<file path="src/rtl/float_acc_sched_pkg.sv">
// Shared float format, adder latency and controller state encoding.
package float_acc_sched_pkg;
  localparam int E_BIT   = 8;
  localparam int F_BIT   = 23;
  localparam int WORD_W  = E_BIT + F_BIT + 1;
  localparam int ADD_LAT = 3;
  localparam int NSLOT   = 3;

  typedef enum logic [2:0] {
    ACCUM = 3'd0,
    DRAIN = 3'd1,
    RED_A = 3'd2,
    RED_B = 3'd3,
    DONE  = 3'd4
  } state_e;
endpackage

</file>
<file path="src/rtl/float_adder.sv">
// Three-stage IEEE-754 adder: align, add, normalise/round (RNE). Denormals flush to zero.
module float_adder #(
  parameter int EW = 8,
  parameter int FW = 23
) (
  input  logic         clk,
  input  logic         rst_n,
  input  logic [EW+FW:0] a_i,
  input  logic [EW+FW:0] b_i,
  output logic [EW+FW:0] sum_o
);
  localparam int MW = FW + 1;
  localparam int XW = MW + 3;
  localparam int SW = $clog2(XW + 1);
  localparam logic [EW-1:0] EMAX = '1;

  function automatic logic [SW-1:0] lzc(input logic [XW-1:0] v);
    lzc = SW'(XW);
    for (int i = 0; i < XW; i++) if (v[i]) lzc = SW'(XW - 1 - i);
  endfunction

  logic [EW-1:0]   ea, eb, e_big, e_sml, ediff;
  logic [MW-1:0]   ma, mb, m_big, m_sml;
  logic [2*XW-1:0] sh;
  logic [XW-1:0]   sml_al;
  logic            a_big;

  always_comb begin
    ea     = a_i[EW+FW-1:FW];
    eb     = b_i[EW+FW-1:FW];
    ma     = (ea == '0) ? '0 : {1'b1, a_i[FW-1:0]};
    mb     = (eb == '0) ? '0 : {1'b1, b_i[FW-1:0]};
    a_big  = {ea, ma} >= {eb, mb};
    e_big  = a_big ? ea : eb;
    e_sml  = a_big ? eb : ea;
    m_big  = a_big ? ma : mb;
    m_sml  = a_big ? mb : ma;
    ediff  = e_big - e_sml;
    // shifted-out bits collapse into the sticky position
    sh     = {m_sml, 3'b000, {XW{1'b0}}} >> ((ediff > EW'(XW)) ? EW'(XW) : ediff);
    sml_al = {sh[2*XW-1:XW+1], sh[XW] | (|sh[XW-1:0])};
  end

  logic            s1_spec, s1_sign, s1_sub, s2_spec, s2_sign;
  logic [EW+FW:0]  s1_specv, s2_specv, res;
  logic [EW-1:0]   s1_exp, s2_exp;
  logic [XW-1:0]   s1_mb, s1_ms, nm;
  logic [XW:0]     s2_sum;
  logic [SW-1:0]   lz;
  logic [EW+1:0]   ex;
  logic [FW:0]     rm;
  logic            rnd;

  always_comb begin
    lz = lzc(s2_sum[XW-1:0]);
    if (s2_sum[XW]) begin
      nm = {s2_sum[XW:2], s2_sum[1] | s2_sum[0]};
      ex = (EW+2)'(s2_exp) + (EW+2)'(1);
    end else begin
      nm = s2_sum[XW-1:0] << lz;
      ex = (EW+2)'(s2_exp) - (EW+2)'(lz);
    end
    rnd = nm[2] & (nm[3] | nm[1] | nm[0]);
    rm  = {1'b0, nm[XW-2:3]} + (FW+1)'(rnd);
    ex  = ex + (EW+2)'(rm[FW]);
    if (s2_spec)                    res = s2_specv;
    else if (!nm[XW-1])             res = '0;
    else if (ex[EW+1] || ex == '0)  res = {s2_sign, {(EW+FW){1'b0}}};
    else if (ex >= (EW+2)'(EMAX))   res = {s2_sign, EMAX, {FW{1'b0}}};
    else                            res = {s2_sign, ex[EW-1:0], rm[FW-1:0]};
  end

  always_ff @(posedge clk or negedge rst_n) begin
    if (!rst_n) begin
      s1_spec <= 1'b0; s1_specv <= '0; s1_sign <= 1'b0; s1_sub <= 1'b0;
      s1_exp  <= '0;   s1_mb    <= '0; s1_ms   <= '0;
      s2_spec <= 1'b0; s2_specv <= '0; s2_sign <= 1'b0; s2_exp <= '0; s2_sum <= '0;
      sum_o   <= '0;
    end else begin
      s1_spec  <= (ea == EMAX) || (eb == EMAX);
      s1_specv <= (ea == EMAX) ? a_i : b_i;
      s1_sign  <= a_big ? a_i[EW+FW] : b_i[EW+FW];
      s1_sub   <= a_i[EW+FW] ^ b_i[EW+FW];
      s1_exp   <= e_big;
      s1_mb    <= {m_big, 3'b000};
      s1_ms    <= sml_al;
      s2_spec  <= s1_spec;
      s2_specv <= s1_specv;
      s2_sign  <= s1_sign;
      s2_exp   <= s1_exp;
      s2_sum   <= s1_sub ? ({1'b0, s1_mb} - {1'b0, s1_ms}) : ({1'b0, s1_mb} + {1'b0, s1_ms});
      sum_o    <= res;
    end
  end
endmodule

</file>
<file path="src/rtl/float_acc_sched.sv">
// Streams a float vector into three phase-interleaved partial sums over one
// shared 3-cycle adder, then reduces the partials and offers the sum.
module float_acc_sched
  import float_acc_sched_pkg::*;
#(
  parameter int W   = WORD_W,
  parameter int LAT = ADD_LAT
) (
  input  logic         clk,
  input  logic         rst_n,
  input  logic         in_valid,
  output logic         in_ready,
  input  logic [W-1:0] in_data,
  input  logic         in_last,
  output logic         out_valid,
  input  logic         out_ready,
  output logic [W-1:0] out_data,
  output logic         busy
);
  localparam int CW = $clog2(LAT);

  state_e                  state_q, state_d;
  logic [1:0]              ph_q, ph_d, k_q, k_d, k_eff, push_slot;
  logic [NSLOT-1:0][W-1:0] acc_q, acc_d, eff_val;
  logic [NSLOT-1:0]        occ_q, occ_d, eff_occ, wb_hit;
  logic [LAT-1:0]          trk_vld_q;
  logic [LAT-1:0][1:0]     trk_slot_q;
  logic [CW-1:0]           wait_q, wait_d;
  logic [W-1:0]            out_q, out_d, add_a, add_b, adder_out;
  logic                    push, wb_zero;

  float_adder #(.EW(E_BIT), .FW(F_BIT)) u_add (
    .clk(clk), .rst_n(rst_n), .a_i(add_a), .b_i(add_b), .sum_o(adder_out)
  );

  // Effective slot view: a writeback landing this cycle is forwarded.
  assign wb_zero = (adder_out[W-2:0] == '0);
  always_comb begin
    for (int i = 0; i < NSLOT; i++) begin
      wb_hit[i]  = trk_vld_q[LAT-1] && (trk_slot_q[LAT-1] == 2'(i));
      eff_occ[i] = wb_hit[i] ? !wb_zero : occ_q[i];
      eff_val[i] = wb_hit[i] ? adder_out : acc_q[i];
    end
  end
  assign k_eff = 2'(eff_occ[0]) + 2'(eff_occ[1]) + 2'(eff_occ[2]);

  always_comb begin
    state_d   = state_q;
    ph_d      = ph_q;
    acc_d     = acc_q;
    occ_d     = occ_q;
    k_d       = k_q;
    wait_d    = wait_q;
    out_d     = out_q;
    push      = 1'b0;
    push_slot = ph_q;
    add_a     = '0;
    add_b     = '0;
    for (int i = 0; i < NSLOT; i++) begin
      if (wb_hit[i]) begin
        acc_d[i] = adder_out;
        occ_d[i] = !wb_zero;
      end
    end
    case (state_q)
      ACCUM: begin
        ph_d = (ph_q == 2'd2) ? 2'd0 : ph_q + 2'd1;
        if (in_valid) begin
          if (in_data[W-2:0] != '0) begin
            if (!eff_occ[ph_q]) begin
              acc_d[ph_q] = in_data;
              occ_d[ph_q] = 1'b1;
            end else begin
              add_a       = in_data;
              add_b       = eff_val[ph_q];
              push        = 1'b1;
              occ_d[ph_q] = 1'b0;
            end
          end
          if (in_last) state_d = DRAIN;
        end
      end
      DRAIN: begin
        // Decide as soon as only the tail is in flight; its result is forwarded.
        if (trk_vld_q[LAT-2:0] == '0) begin
          k_d    = k_eff;
          wait_d = CW'(LAT - 1);
          case (k_eff)
            2'd0: begin out_d = '0; state_d = DONE; end
            2'd1: begin
              out_d   = eff_occ[0] ? eff_val[0] : (eff_occ[1] ? eff_val[1] : eff_val[2]);
              state_d = DONE;
            end
            default: begin
              add_a   = eff_occ[0] ? eff_val[0] : eff_val[1];
              add_b   = (eff_occ[0] && eff_occ[1]) ? eff_val[1] : eff_val[2];
              state_d = RED_A;
            end
          endcase
        end
      end
      RED_A: begin
        if (wait_q != '0) wait_d = wait_q - 1'b1;
        else if (k_q == 2'd2) begin
          out_d   = adder_out;
          state_d = DONE;
        end else begin
          add_a   = adder_out;
          add_b   = acc_q[2];
          wait_d  = CW'(LAT - 1);
          state_d = RED_B;
        end
      end
      RED_B: begin
        if (wait_q != '0) wait_d = wait_q - 1'b1;
        else begin
          out_d   = adder_out;
          state_d = DONE;
        end
      end
      DONE: begin
        if (out_ready) begin
          acc_d   = '0;
          occ_d   = '0;
          state_d = ACCUM;
        end
      end
      default: state_d = ACCUM;
    endcase
  end

  always_ff @(posedge clk or negedge rst_n) begin
    if (!rst_n) begin
      state_q    <= ACCUM;
      ph_q       <= '0;
      acc_q      <= '0;
      occ_q      <= '0;
      trk_vld_q  <= '0;
      trk_slot_q <= '0;
      k_q        <= '0;
      wait_q     <= '0;
      out_q      <= '0;
    end else begin
      state_q    <= state_d;
      ph_q       <= ph_d;
      acc_q      <= acc_d;
      occ_q      <= occ_d;
      trk_vld_q  <= {trk_vld_q[LAT-2:0], push};
      trk_slot_q <= {trk_slot_q[LAT-2:0], push_slot};
      k_q        <= k_d;
      wait_q     <= wait_d;
      out_q      <= out_d;
    end
  end

  assign in_ready  = (state_q == ACCUM);
  assign out_valid = (state_q == DONE);
  assign out_data  = out_q;
  assign busy      = !((state_q == ACCUM) && (occ_q == '0) && (trk_vld_q == '0));
endmodule

</file>
<file path="config.mk">
export PLATFORM = sky130hd
export DESIGN_NAME = float_acc_sched
export DESIGN_NICKNAME = d
export VERILOG_FILES = /design/src/rtl/float_acc_sched_pkg.sv /design/src/rtl/float_adder.sv /design/src/rtl/float_acc_sched.sv
export SDC_FILE = /design/constraint.sdc
export NUM_CORES = 1
export LEC_CHECK = 0
export ABC_AREA = 0
export CORE_MARGIN = 2
export CORE_UTILIZATION = 30
export CTS_CLUSTER_SIZE = 24
export DETAILED_ROUTE_END_ITERATION = 8
export GPL_ROUTABILITY_DRIVEN = 0
export SYNTH_ARGS = -nofsm -noshare
export SYNTH_HDL_FRONTEND = slang
export SYNTH_SLANG_ARGS = --single-unit
</file>
<file path="constraint.sdc">
create_clock -name clk -period 12.3 [get_ports clk]
set_input_delay 1.845 -clock clk [delete_from_list [all_inputs] [get_ports clk]]
set_output_delay 1.845 -clock clk [all_outputs]
set_load 0.005 [all_outputs]
</file>
# [Word-level counts from Yosys, hierarchy flattened]
# Index checks and enable logic that the tools add are counted.
[totals] inputBits=37 regBits=345 out_inout_bits=35 elab_cells=217
[op_classes] n_lt_le_gt_ge=5 reduce_logical=30 shift=2 n_addsub=11 muxes=113 bitwise=9 eq_ne=21
[ops] cell="$mux W32" count=30
[ops] cell="$mux W96" count=4
[ops] cell="$pmux W32 S3" count=3
[ops] cell="$pmux W96 S2" count=1
[ops] cell="$mux W5" count=26
[ops] cell="$bwmux W96" count=1
[ops] cell="$mux W24" count=4
[ops] cell="$bmux W32 S2" count=1
[ops] cell="$demux W32 S2" count=1
[ops] cell="$pmux W32 S2" count=1
[ops] cell="$mux W31" count=2
[ops] cell="$shr A54 B8 Y54" count=1
[ops] cell="$mux W3" count=12
[ops] cell="$ge A32 B32 Y1" count=1
[ops] cell="$logic_not A31 Y1" count=1
[ops] cell="$reduce_bool A31 Y1" count=1
[ops] cell="$add A27 B27 Y28" count=1
[ops] cell="$mux W28" count=1
[ops] cell="$sub A27 B27 Y28" count=1
[ops] cell="$mux W27" count=1
[ops] cell="$reduce_or A27 Y1" count=1
[ops] cell="$shl A27 B5 Y27" count=1
[ops] cell="$add A23 B1 Y24" count=1
[ops] cell="$mux W8" count=3
[ops] cell="other kinds (48)" count=91

# [Depth between registers and ports, before layout]
[logic_depth] word_depth=39 mapped_depth=54 mapped_depth_nobuf=40

# [Modules after synthesis]
# A second synthesis with hierarchy kept.
[hier_totals] cells_unflattened=3060 hier_area_um2=26589.3
[modules_own_cells] mod="float_adder" area_each_um2=15351.0 cells_per_inst=1835 n_inst=1 seq_area_each_um2=4904.7
[modules_own_cells] mod="float_acc_sched" area_each_um2=11238.3 cells_per_inst=1225 n_inst=1 seq_area_each_um2=3728.6

# [Worst setup path before layout]
# OpenSTA, ideal clock, no wires.
[synth_path] path_kind="register to register" from="register u_add.sum_o[24]" to="register u_add.s1_ms[0]" setup_time_ns=0.124 synth_period_minus_slack_ns=11.055 required_time_ns=12.176 slack_ns=1.245 path_buffers=13 arrival_time_ns=10.931 stages_incl_launch_ff=53 cell_sequence="dfrtp_1 -> clkbuf_1 -> nor4_1 -> and4_1 -> nand2_1 -> o21ai_2 -> inv_2 -> clkbuf_1 -> clkbuf_1 -> fa_1 -> nor3b_1 -> nand2_1 -> clkbuf_1 -> nor3_1 -> nor3_1 -> nand2_1 -> or4_4 -> nor2_1 -> (+17 left out) -> nor2_1 -> a21oi_1 -> ha_1 -> a21oi_1 -> o21ai_0 -> mux2i_4 -> xnor2_1 -> a2bb2oi_2 -> o211a_1 -> buf_4 -> buf_6 -> a32oi_1 -> o221ai_2 -> o22a_1 -> a221oi_1 -> nand4_1 -> or4_1 -> a211o_1"
[synth_between] elab_chain_len=20 elab_cells_between_ends=48 classes_between="add/sub: 3; order compare: 2; eq/ne: 1; shift: 1; mux: 32; bitwise: 1; reduce/logical: 8"
[synth_rtl] element="from (decl)" line_no="float_adder.sv:10" source="output logic [EW+FW:0] sum_o"
[synth_rtl] element="from (signal assigned)" line_no="float_adder.sv:92" source="sum_o <= res;"
[synth_rtl] element="$logic_not A31 Y1 *" line_no="float_acc_sched.sv:37" source="assign wb_zero = (adder_out[W-2:0] == '0);"
[synth_rtl] element="$logic_not A1 Y1 *" line_no="float_acc_sched.sv:41" source="eff_occ[i] = wb_hit[i] ? !wb_zero : occ_q[i];"
[synth_rtl] element="$mux W1" line_no="float_acc_sched.sv:41"
[synth_rtl] element="$add A1 B1 Y2" line_no="float_acc_sched.sv:45" source="assign k_eff = 2'(eff_occ[0]) + 2'(eff_occ[1]) + 2'(eff_occ[2]);"
[synth_rtl] element="$add A2 B1 Y2 *" line_no="float_acc_sched.sv:45"
[synth_rtl] element="named net k_eff[1]" line_no="float_acc_sched.sv:23" source="logic [1:0] ph_q, ph_d, k_q, k_d, k_eff, push_slot;"
[synth_rtl] element="$eq A2 B1 Y1 or $logic_not A2 Y1 (tied branches)" line_no="float_acc_sched.sv:88" source="case (k_eff)"
[synth_rtl] element="$reduce_or A2 Y1 (no source line) *"
[synth_rtl] element="(+6 left out)"
[synth_rtl] element="$mux W8, on equally long branches" line_no="float_adder.sv:34, float_adder.sv:35"
[synth_rtl] element="$sub A8 B8 Y8" line_no="float_adder.sv:38" source="ediff = e_big - e_sml;"
[synth_rtl] element="$gt A8 B5 Y1" line_no="float_adder.sv:40" source="sh = {m_sml, 3'b000, {XW{1'b0}}} >> ((ediff > EW'(XW)) ? EW'(XW) : ediff);"
[synth_rtl] element="$mux W8" line_no="float_adder.sv:40"
[synth_rtl] element="$shr A54 B8 Y54 *" line_no="float_adder.sv:40"
[synth_rtl] element="$reduce_or A27 Y1" line_no="float_adder.sv:41" source="sml_al = {sh[2*XW-1:XW+1], sh[XW] | (|sh[XW-1:0])};"
[synth_rtl] element="$or A1 B1 Y1 *" line_no="float_adder.sv:41"
[synth_rtl] element="named net u_add.sml_al[0]" line_no="float_adder.sv:25" source="logic [XW-1:0] sml_al;"
[synth_rtl] element="to (signal assigned)" line_no="float_adder.sv:86" source="s1_ms <= sml_al;"
[synth_rtl] element="to (decl)" line_no="float_adder.sv:47" source="logic [XW-1:0] s1_mb, s1_ms, nm;"
# The timed path passes the listed nets; every way through them passes the cells marked *. The select of a mux whose other input is x is not followed.
# A chain may end at the register's enable or synchronous reset.

# [Final worst setup path]
[layout_path] from="register u_add.sum_o[11]" to="register u_add.s1_ms[0]"
# Same word-level chain as after synthesis.

==> impl_metrics.csv <==
group,metric,value,unit
yosys,synth_nets,3438,
setup_path,cp_common_cell,"nor2_1",
setup_path,cp_slowest_stage_delay,670,ps
setup_path,cp_num_buf_inv,2,
floorplan,die_area,89900,sq um
floorplan,die_x,300,um
setup_path,cp-start-kind,"register",
setup_path,cp_max_fo,17,
detailed_routing,num_vias,26600,
timing,period_needed,11590,ps
detailed_routing,avgRoutedWirePerCell,23.2,um
setup_path,worst_ep_arrival_time,12040,ps
yosys,synthCells,3306,
min_path,min_from,"u_add.s1_specv[2]$_DFF_PN0_",
setup_path,r2r-start,"u_add.sum_o[11]$_DFF_PN0_",
clocking,numCtsBuffers,41,
clocking,ctsLongestPathBuffers,3,
global_routing,antenna_found_initial,6,
timing,drv_slew,0,
setup_path,r2r_end,"u_add.s1_ms[0]$_DFF_PN0_",
timing,skew,19.7,ps
timing,max_clock_freq,0.0863,GHz
clocking,htreeDepth,2,
yosys,ys_warn_count,0,
setup_path,slowest_stage,"and4_1",
detailed_routing,first_iter_violations,3584,
timing,tns,0,ps
setup_path,worstSetupEndpointType,"register",
min_path,min_path_cells,0,
finish,layout.nets,3393,
timing,slew_headroom,21.3,%
min_path,hp-class,"register to register",
finish,syn2layout_area_growth,12.5,%
finish,fin_area,29500,sq um
detailed_routing,drt-total-wl,103,mm
timing,hold_violations,0,
setup_path,r2r_cells,38,
yosys,synthesis.area,26300,sq um
placement,hpwl,73.9,mm
detailed_routing,first_pass_iters,8,
yosys,ys_seq_area_share,32.9,%
detailed_routing,drc_errors,0,
floorplan,io_pins,72,
floorplan,std_cell_rows,108,
global_routing,track_usage,22.1,%
clocking,cts_tree,"done",
setup_path,critPathKind,"register to register",
timing,rsz0062_at_grt,"false",
yosys,ys_types,110,
setup_path,required,12750,ps
global_routing,grt_start_max_net_pins,178,
global_routing,grt_first_pass_wirelength,154,mm
clocking,clkSinkCount,345,
floorplan,core_region_area,86800,sq um
global_routing,grt_pass1_vias,24500,
setup_path,worstSetupPathDepth,38,
yosys,syn_area_per_cell,7.95,sq um
setup_path,cpLargestDelayFamily,"simple AND/OR/NAND/NOR gates",
placement,placed_area,28100,sq um
timing,period_share,94.2,%
clocking,cts_setup_buffers,0,
flow_run,maxCapViolCount,0,
detailed_routing,vias_per_cell,5.98,
yosys,synthArstFlopShare,100,%
floorplan,dieHeight,300,um
placement,port-buffer-count,71,
yosys,synth_edf_count,0,
status,run_status,"complete, no violations",
clocking,clk_latency,580,ps
setup_path,cp-startpoint,"u_add.sum_o[11]$_DFF_PN0_",
finish,drive_above_1_share,7.26,%
yosys,ys_ff_latch,345,
floorplan,initial_core_util,30.3,%
detailed_routing,ant_nets,0,
timing,max_slew.worst_pin.slew,1180,ps
global_routing,gr-total-overflow,0,
min_path,holdPathEnd,"u_add.s2_specv[2]$_DFF_PN0_",
clocking,cts-root-buf,"clkbuf_16",
clocking,clkTransAtPathRegs,60,ps
setup_path,ff2ff_setup_slack,710,ps
yosys,ys.flop_type,"dfrtp_1",
timing,setup_viol,0,
-- per-stage QoR --
step	utilization (%)	hold slack [ps]	setup WS, ps	std cells
after floorplan	-	331	1250	3306
after global placement	32.4	333	809	4373
after detailed placement	32.4	335	771	4373
after CTS	34.0	347	734	4446
after global routing	34.0	351	215	4447
final	34.0	347	710	4447
-- cell usage after synthesis (22+ instances only) --
| cell type | count | share of area (%) |
|---|---|---|
| nand4_1 | 27 | 0.64 |
| xnor2_1 | 37 | 1.2 |
| nand2_1 | 344 | 4.9 |
| mux2i_1 | 132 | 5.0 |
| nor3_1 | 67 | 1.3 |
| a21o_1 | 22 | 0.63 |
| a21oi_1 | 340 | 6.5 |
| nor4_1 | 38 | 0.91 |
| a222oi_1 | 26 | 0.99 |
| nor2_1 | 393 | 5.6 |
| xor2_1 | 24 | 0.80 |
| o21ai_0 | 232 | 4.4 |
| ha_1 | 92 | 4.4 |
| o22ai_1 | 138 | 3.3 |
| dfrtp_1 | 345 | 33 |
| nand3_1 | 43 | 0.82 |
| a221o_1 | 29 | 1.1 |
| clkbuf_1 | 198 | 2.8 |
| o211ai_1 | 28 | 0.80 |
| nor2b_1 | 62 | 1.5 |
| inv_1 | 130 | 1.9 |
| and2_1 | 24 | 0.57 |
| a211oi_1 | 70 | 2.0 |
-- worst reg2reg max path, delay by kind of cell (launching register included) --
family	cells	cell delay, ps
AO/OA/AOI/OAI	15	3420
flip-flops	1	460
AND/OR/NAND/NOR	16	5730
adder cells (fa/ha/maj)	3	920
multiplexers	1	240
XOR/XNOR	1	360
buffers and inverters	2	330
-- metal layers --
layer | GRT usage [%] | part of all wire, % | up-vias
met5 | 0 | 0.043 | -
met1 | 30.5 | 42 | 12600
met4 | 10.5 | 4.8 | 8
met2 | 32.6 | 42 | 1623
li1 | - | - | 12100
met3 | 4.94 | 11 | 330
-- sequential cells by signal, summed over array words and instances, names as in the netlist --
signal,cells
k_q,2
u_add.s1_specv,32
u_add.s2_specv,32
u_add.s1_exp,8
u_add.s2_sign,1
wait_q,2
u_add.s1_ms,27
trk_slot_q,6
u_add.s2_sum,28
u_add.s1_sign,1
u_add.s2_exp,8
trk_vld_q,3
u_add.s1_mb,24
acc_q,96
u_add.s1_sub,1
state_q,3
occ_q,3
u_add.s2_spec,1
u_add.sum_o,32
out_data,32
ph_q,2
u_add.s1_spec,1
-- how the worst max path moves through the flow --
| stage | to |
|---|---|
| global route | u_add.s1_ms[0]$_DFF_PN0_ |
| global placement | u_add.s1_ms[0]$_DFF_PN0_ |
| CTS | u_add.s1_ms[0]$_DFF_PN0_ |
| finish | u_add.s1_ms[0]$_DFF_PN0_ |
| detailed placement | u_add.s1_ms[0]$_DFF_PN0_ |
| floorplan | u_add.s1_ms[0]$_DFF_PN0_ |
-- logic make-up (layout without fill, tap and decap cells) --
group | count (synthesis) | after routing | share of synthesized area, %
muxes | 163 | 163 | 6.79
buffers and inverters | 376 | 361 | 5.64
and+or+nand+nor | 1125 | 1125 | 19.9
other | 0 | 1 | 0
DFF | 345 | 345 | 32.9
adders and majority gates | 95 | 95 | 4.61
xor gates and xnor gates | 61 | 61 | 2.03
AOI/OAI and AO/OA | 1141 | 1141 | 28.1
-- what timing repair did --
| action | in CTS | in global routing |
|---|---|---|
| gates resized for setup | 0 | 1 |
| hold buffers | 0 | 0 |
| setup endpoints to repair | 0 | 1 |
-- layout make-up --
class | instances | area (sq um)
clock inverter | 16 | 224
sequential | 345 | 8630
fill | 9041 | 57200
inverter | 133 | 499
clock buffer | 57 | 1170
multi-input combinational | 2585 | 16200
timing repair buffer | 155 | 1360
antenna | 1 | 2.50
tap | 1155 | 1450
-- cell usage in the layout, fill, tap and decap left out, types with 37 or more instances in the layout --
cell and count:
buf_4 83, a21oi_1 340, a211oi_1 70, nand3_1 43, ha_1 92, nor2b_1 62
inv_1 130, clkdlybuf4s50_1 70, o22ai_1 138, xnor2_1 37, nand2_1 344, nor2_1 389
mux2i_1 132, o21ai_0 232, nor3_1 64, dfrtp_1 344, clkbuf_16 41
Power is left out: the tool's default activity adds up to more than one toggle a clock period on the data nets, which glitch-free logic cannot reach.
